<file path="config.mk">
export PLATFORM = sky130hd
export DESIGN_NAME = ibex_multdiv_iter
export DESIGN_NICKNAME = d
export VERILOG_FILES = /design/src/rtl/ibex_multdiv_pkg.sv /design/src/rtl/ibex_multdiv_divstep.sv /design/src/rtl/ibex_multdiv_iter.sv
export SDC_FILE = /design/constraint.sdc
export NUM_CORES = 1
export LEC_CHECK = 0
export ABC_AREA = 1
export BUFFER_PORTS_ARGS = -buffer_cell sky130_fd_sc_hd__buf_2
export CAP_MARGIN = 10
export CORE_ASPECT_RATIO = 2
export CORE_MARGIN = 1.5
export CORE_UTILIZATION = 40
export CTS_CLUSTER_DIAMETER = 100
export DETAILED_ROUTE_END_ITERATION = 10
export SYNTH_ARGS = -nofsm -noshare
export SYNTH_HDL_FRONTEND = slang
export SYNTH_SLANG_ARGS = --single-unit
</file>
<file path="constraint.sdc">
create_clock -name clk_i -period 10.55 [get_ports clk_i]
set_input_delay 1.055 -clock clk_i [delete_from_list [all_inputs] [get_ports clk_i]]
set_output_delay 1.055 -clock clk_i [all_outputs]
set_load 0.05 [all_outputs]
</file>
<file path="src/rtl/ibex_multdiv_pkg.sv">
// Shared types and op-class helpers for the iterative multiply/divide unit.
package ibex_multdiv_pkg;

    typedef enum logic [2:0] {
        MD_MUL,
        MD_MULH,
        MD_MULHSU,
        MD_MULHU,
        MD_DIV,
        MD_DIVU,
        MD_REM,
        MD_REMU
    } md_op_e;

    typedef enum logic [1:0] {
        S_IDLE,
        S_ITER,
        S_FIX,
        S_DONE
    } md_state_e;

    function automatic logic is_signed_a(input md_op_e op);
        return op inside {MD_MULH, MD_MULHSU, MD_DIV, MD_REM};
    endfunction

    function automatic logic is_signed_b(input md_op_e op);
        return op inside {MD_MULH, MD_DIV, MD_REM};
    endfunction

    function automatic logic is_div(input md_op_e op);
        return op[2];
    endfunction

endpackage

</file>
<file path="src/rtl/ibex_multdiv_divstep.sv">
// One radix-2 restoring division step: shift in a dividend bit, try subtract.
module ibex_multdiv_divstep
    import ibex_multdiv_pkg::*;
#(
    parameter int WIDTH = 32
) (
    input  logic [WIDTH:0]   i_rem,
    input  logic [WIDTH-1:0] i_div,
    input  logic             i_bit,
    output logic [WIDTH:0]   o_rem,
    output logic             o_q
);

    logic [WIDTH+1:0] w_diff;

    assign w_diff = {i_rem, i_bit} - {2'b00, i_div};
    assign o_q    = ~w_diff[WIDTH+1];
    assign o_rem  = o_q ? w_diff[WIDTH:0] : {i_rem[WIDTH-1:0], i_bit};

endmodule

</file>
<file path="src/rtl/ibex_multdiv_iter.sv">
// Iterative multiply/divide unit with valid/ready handshake and kill.
// Define IBEX_MULTDIV_ITER_FAST_PATH_EN for 1-cycle div-by-zero/overflow.
module ibex_multdiv_iter
    import ibex_multdiv_pkg::*;
#(
    parameter int WIDTH    = 32,
    parameter int MUL_BITS = 8
) (
    input  logic             clk_i,
    input  logic             rst_i,
    input  logic             req_valid_i,
    output logic             req_ready_o,
    input  logic [2:0]       req_op_i,
    input  logic [WIDTH-1:0] op_a_i,
    input  logic [WIDTH-1:0] op_b_i,
    input  logic             data_ind_timing_i,
    input  logic             kill_i,
    output logic             resp_valid_o,
    input  logic             resp_ready_i,
    output logic [WIDTH-1:0] resp_data_o
);

    localparam int CW = $clog2(WIDTH);
    localparam logic [CW-1:0] NMUL = CW'(WIDTH / MUL_BITS - 1);
    localparam logic [CW-1:0] NDIV = CW'(WIDTH - 1);
    localparam logic [WIDTH-1:0] MIN = {1'b1, {(WIDTH-1){1'b0}}};

    md_state_e          r_state, w_next;
    md_op_e             r_op, w_op;
    logic               r_sa, r_sb, r_bz;
    logic [WIDTH-1:0]   r_a, r_b, r_quo, r_result;
    logic [2*WIDTH-1:0] r_acc;
    logic [WIDTH:0]     r_rem;
    logic [CW-1:0]      r_cnt;

    logic                      w_sa, w_sb, w_bz, w_ovf, w_fast, w_q;
    logic [WIDTH-1:0]          w_mag_a, w_mag_b, w_fast_res, w_fix_res;
    logic [WIDTH-1:0]          w_quo, w_rem;
    logic [2*WIDTH-1:0]        w_prod;
    logic [WIDTH+MUL_BITS-1:0] w_pp, w_sum;
    logic [WIDTH:0]            w_rem_nxt;

    assign w_op    = md_op_e'(req_op_i);
    assign w_sa    = is_signed_a(w_op) & op_a_i[WIDTH-1];
    assign w_sb    = is_signed_b(w_op) & op_b_i[WIDTH-1];
    assign w_mag_a = w_sa ? -op_a_i : op_a_i;
    assign w_mag_b = w_sb ? -op_b_i : op_b_i;
    assign w_bz    = (op_b_i == '0);
    assign w_ovf   = is_signed_b(w_op) & is_div(w_op)
                   & (op_a_i == MIN) & (&op_b_i);

    // op[1] separates REM* from DIV* within the divide group
    assign w_fast_res = w_op[1] ? (w_bz ? op_a_i : '0)
                                : (w_bz ? '1 : MIN);

`ifdef IBEX_MULTDIV_ITER_FAST_PATH_EN
    assign w_fast = ~data_ind_timing_i & is_div(w_op) & (w_bz | w_ovf);
`else
    logic w_unused_dit;
    assign w_unused_dit = data_ind_timing_i;
    assign w_fast       = 1'b0;
`endif

    assign w_pp  = {{MUL_BITS{1'b0}}, r_a}
                 * {{WIDTH{1'b0}}, r_b[MUL_BITS-1:0]};
    assign w_sum = {{MUL_BITS{1'b0}}, r_acc[2*WIDTH-1:WIDTH]} + w_pp;

    ibex_multdiv_divstep #(
        .WIDTH (WIDTH)
    ) u_divstep (
        .i_rem (r_rem),
        .i_div (r_b),
        .i_bit (r_a[WIDTH-1]),
        .o_rem (w_rem_nxt),
        .o_q   (w_q)
    );

    assign w_prod = (r_sa ^ r_sb) ? -r_acc : r_acc;
    assign w_quo  = r_bz ? '1 : ((r_sa ^ r_sb) ? -r_quo : r_quo);
    assign w_rem  = r_sa ? -r_rem[WIDTH-1:0] : r_rem[WIDTH-1:0];

    always_comb begin
        w_fix_res = w_rem;
        unique case (r_op)
            MD_MUL:                       w_fix_res = w_prod[WIDTH-1:0];
            MD_MULH, MD_MULHSU, MD_MULHU: w_fix_res = w_prod[2*WIDTH-1:WIDTH];
            MD_DIV, MD_DIVU:              w_fix_res = w_quo;
            default:                      w_fix_res = w_rem;
        endcase
    end

    always_ff @(posedge clk_i) begin
        if (rst_i) r_state <= S_IDLE;
        else       r_state <= w_next;
    end

    always_comb begin
        w_next = r_state;
        unique case (r_state)
            S_IDLE: if (req_valid_i) w_next = w_fast ? S_DONE : S_ITER;
            S_ITER: begin
                if (kill_i)              w_next = S_IDLE;
                else if (r_cnt == '0)    w_next = S_FIX;
            end
            S_FIX:  w_next = kill_i ? S_IDLE : S_DONE;
            S_DONE: if (kill_i || resp_ready_i) w_next = S_IDLE;
            default: w_next = S_IDLE;
        endcase
    end

    always_ff @(posedge clk_i) begin
        if (rst_i) begin
            r_op     <= MD_MUL;
            r_sa     <= 1'b0;
            r_sb     <= 1'b0;
            r_bz     <= 1'b0;
            r_a      <= '0;
            r_b      <= '0;
            r_quo    <= '0;
            r_acc    <= '0;
            r_rem    <= '0;
            r_cnt    <= '0;
            r_result <= '0;
        end else begin
            unique case (r_state)
                S_IDLE: if (req_valid_i) begin
                    r_op  <= w_op;
                    r_sa  <= w_sa;
                    r_sb  <= w_sb;
                    r_bz  <= w_bz;
                    r_a   <= w_mag_a;
                    r_b   <= w_mag_b;
                    r_quo <= '0;
                    r_acc <= '0;
                    r_rem <= '0;
                    r_cnt <= is_div(w_op) ? NDIV : NMUL;
                    if (w_fast) r_result <= w_fast_res;
                end
                S_ITER: begin
                    if (r_cnt != '0) r_cnt <= r_cnt - CW'(1);
                    if (is_div(r_op)) begin
                        r_rem <= w_rem_nxt;
                        r_quo <= {r_quo[WIDTH-2:0], w_q};
                        r_a   <= r_a << 1;
                    end else begin
                        r_acc <= {w_sum, r_acc[WIDTH-1:MUL_BITS]};
                        r_b   <= r_b >> MUL_BITS;
                    end
                end
                S_FIX: if (!kill_i) r_result <= w_fix_res;
                default: ;
            endcase
        end
    end

    assign req_ready_o  = (r_state == S_IDLE);
    assign resp_valid_o = (r_state == S_DONE);
    assign resp_data_o  = r_result;

endmodule

</file>
==> impl_metrics.csv <==
group,metric,value,unit
worst_setup_path,worstPathCellList,"nand2_1 -> fa_1 -> inv_1 -> fa_1 -> inv_1 -> fa_1 -> fa_1 -> inv_1 -> ha_1 -> a21oi_1 -> nand2_1 -> inv_1 -> nor2_1 -> nor2_1 -> o21ai_0 -> nand3_1 -> nand3b_1 -> nand3_1 -> a21oi_1",
worst_setup_path,rr_endpoint,"r_acc[57]",
routing,viasPerCell,5.29,
synth,avgSynthCellArea,6.05,sq um
clock_tree,clkTransAtPathRegs,0.07,ns
sta,max_freq,0.173,GHz
synth,ys_top_cells_by_area,"nand2_1 17%, dfxtp_1 17%, fa_1 15%",
worst_setup_path,critPathRequiredTime,11.05,ns
sta,hold_viol,0,
synth,synth-seq-cells,238,
clock_tree,clk_latency,0.58,ns
clock_tree,cts_hold_buf,0,
floorplanning,core.rowCount,136,
place,gp_congestion,0.975,
worst_setup_path,regToRegSetupSlack,4.77,ns
worst_setup_path,crit_family,"adder cells",
min_path,min_from,"r_b[24]",
synth,synth_cell_types,45,
clock_tree,cts-htree-levels,1,
routing,via_count,29100,
min_path,min_to,"r_b[24]",
clock_tree,cts_buffer_depth,3,
layout,final_layout_size_suffix_gt1_frac,0.0487,
synth,ys.warnings.count,0,
routing,drt-total-wl,107000,um
global_route,track_usage,0.299,
clock_tree,post-cts-setup-buffers,0,
layout,nets,4971,
routing,drt_pre_antenna_iters,6,
global_route,grt.overflow.total,0,
clock_tree,clkSinkCount,238,
clock_tree,post_cts_resized,0,
floorplanning,die_y,377,um
power_and_ir_drop,p_leak,16.3,nW
power_and_ir_drop,total_power,0.00724,W
global_route,grt_pass1_wl,163000,um
floorplanning,coreArea,68900,sq um
flow_run,cap_violations,0,
routing,drtAntennaViolNets,0,
layout,final_common_cell,"nand2_1",
global_route,antenna_found_initial,2,
synth,syn_nets,5002,
power_and_ir_drop,power_density,242,nW/um^2
synth,synth_area,27900,sq um
clock_tree,cts_buffers,25,
synth,yosysSeqAreaShare,0.170,
min_path,holdPathStages,2,
worst_setup_path,start_kind,"flop",
floorplanning,die_area,71600,sq um
worst_setup_path,worstSetupEndpointType,"flop",
layout,fill_cells,7584,
routing,initialDrtViolationCount,1907,
layout,area_delta_synth_final,7.08,%
global_route,grt_max_degree,83,
place,dpl_cell_area,29100,sq um
global_route,grt_pass1_vias,29100,
worst_setup_path,critical_path_arrival,6.28,ns
sta,rsz0062_at_grt,"no",
sta,worst_pin_slew,1.06,ns
worst_setup_path,cp_num_buf_inv,4,
routing,drcViolationCount,0,
sta,slew_violations,0,
worst_setup_path,worstReg2RegStart,"r_a[6]",
floorplanning,die_width,190,um
outcome,status,"finished, final reports clean",
layout,mostFrequentLayoutCells,"1299 x nand2_1, 841 x inv_1, 397 x a21oi_1",
sta,min_period,5.78,ns
sta,finClkSkew,0.0195,ns
floorplanning,io_pins,107,
sta,post-route-period-util,0.548,
worst_setup_path,cpPeakStageDelay,0.87,ns
worst_setup_path,critPathKind,"reg2reg",
clock_tree,root_buffer,"clkbuf_16",
worst_setup_path,crit_slowest_cell,"dfxtp_1",
sta,setup_viol,0,
min_path,min_path_type,"reg2reg",
routing,wl_per_cell,19.4,um
synth,yosysTopAreaCell,"nand2_1",
sta,fin_setup_tns,0,ns
synth,yosys.area.top_type_share,0.175,
clock_tree,cts_tree,"yes",
floorplanning,floorplan.initialDensity,0.406,
place,portBuffers,105,
power_and_ir_drop,peakVddDrop,151,uV
worst_setup_path,critPathMaxFanout,10,
layout,fin_area,29900,sq um
worst_setup_path,ff2ff_path_depth,19,
synth,syn_inst,4616,
sta,slew-limit-headroom,0.289,
place,dp_hpwl,85500,um
==> cells in the mapped netlist (all sizes together) <==
| master | count |
|---|---|
| buf | 58 |
| o21a | 21 |
| nand3b | 27 |
| and2 | 9 |
| o21ai | 236 |
| a221oi | 3 |
| o22ai | 1 |
| inv | 847 |
| fa | 213 |
| ha | 100 |
| a21o | 4 |
| nor2 | 375 |
| o311ai | 1 |
| o21bai | 10 |
| a21boi | 5 |
| nor3 | 50 |
| nand2 | 1307 |
| dfxtp | 238 |
| nor4 | 8 |
| nand4 | 64 |
| a21oi | 397 |
| clkinv | 5 |
| a31oi | 11 |
| o211ai | 15 |
| o221ai | 3 |
| a211oi | 13 |
| xnor2 | 20 |
| nand3 | 381 |
| and3 | 3 |
| o31ai | 4 |
| xor2 | 29 |
| nor3b | 1 |
| or2 | 20 |
| a31o | 1 |
| clkbuf | 136 |
==> cell families after synthesis <==
group	count (synthesis)	share of synthesized area
flops	238	0.170
compound gates	725	0.138
simple gates	2245	0.335
buf+inv	1046	0.143
fa+ha+maj	313	0.197
xor+xnor	49	0.0154
==> cell type report <==
cell class              instances  area (sq um)  share of cell area
clock buffers                  37           711              0.0237
well taps                     897          1120              0.0375
multi-input cells            3332         19200               0.643
flip-flops and latches        238          4760               0.159
repair buffers                136           764              0.0255
inverters                     852          3200               0.107
diodes                          1          2.50           0.0000836
clock inverters                 8           131             0.00439
==> state kept, by name, summed over array words and instances, names as in the netlist <==
| name | flops |
|---|---|
| r_acc | 64 |
| r_rem | 33 |
| r_a | 32 |
| r_b | 32 |
| r_quo | 32 |
| resp_data_o | 32 |
| r_cnt | 5 |
| r_op | 3 |
| r_state | 2 |
| r_bz | 1 |
| r_sa | 1 |
| r_sb | 1 |
==> tightest hold or removal path, stage by stage, from the launching register on <==
cell	delay, ns
dfxtp_1	0.31
nand2_1	0.06
a21oi_1	0.05
==> per-layer routing <==
layer	track usage	routed length, um
met1	0.277	34900
met2	0.586	57900
met3	0.0256	3760
met4	0.239	9910
met5	0	14
==> where the power goes <==
group	switching [W]	leakage (nW)	internal, W
clock network	0.000418	0.408	0.000543
logic	0.00342	14.0	0.00147
registers	0.000307	1.94	0.00108
==> how the worst max path moves through the flow <==
| stage | from | endpoint | slack (ns) | cells past startpoint |
|---|---|---|---|---|
| after floorplan | r_b[7] | r_acc[40] | 5.94 | 17 |
| after global placement | r_a[5] | r_acc[57] | 4.88 | 19 |
| after detailed placement | r_a[5] | r_acc[57] | 4.86 | 19 |
| after CTS | r_a[5] | r_acc[57] | 4.82 | 19 |
| after global routing | r_a[5] | r_acc[57] | 4.47 | 19 |
| final | r_a[6] | r_acc[57] | 4.77 | 19 |
==> through the flow <==
step | util | hold slack [ns] | cells | worst slack (ns)
final | 0.434 | 0.464 | 5501 | 4.77
after global placement | 0.422 | 0.450 | 5455 | 4.88
after CTS | 0.434 | 0.465 | 5500 | 4.82
after detailed placement | 0.422 | 0.455 | 5455 | 4.86
after global routing | 0.434 | 0.479 | 5500 | 4.47
after floorplan | - | 0.440 | 4616 | 5.94
Power figures use the tool's default switching activity.
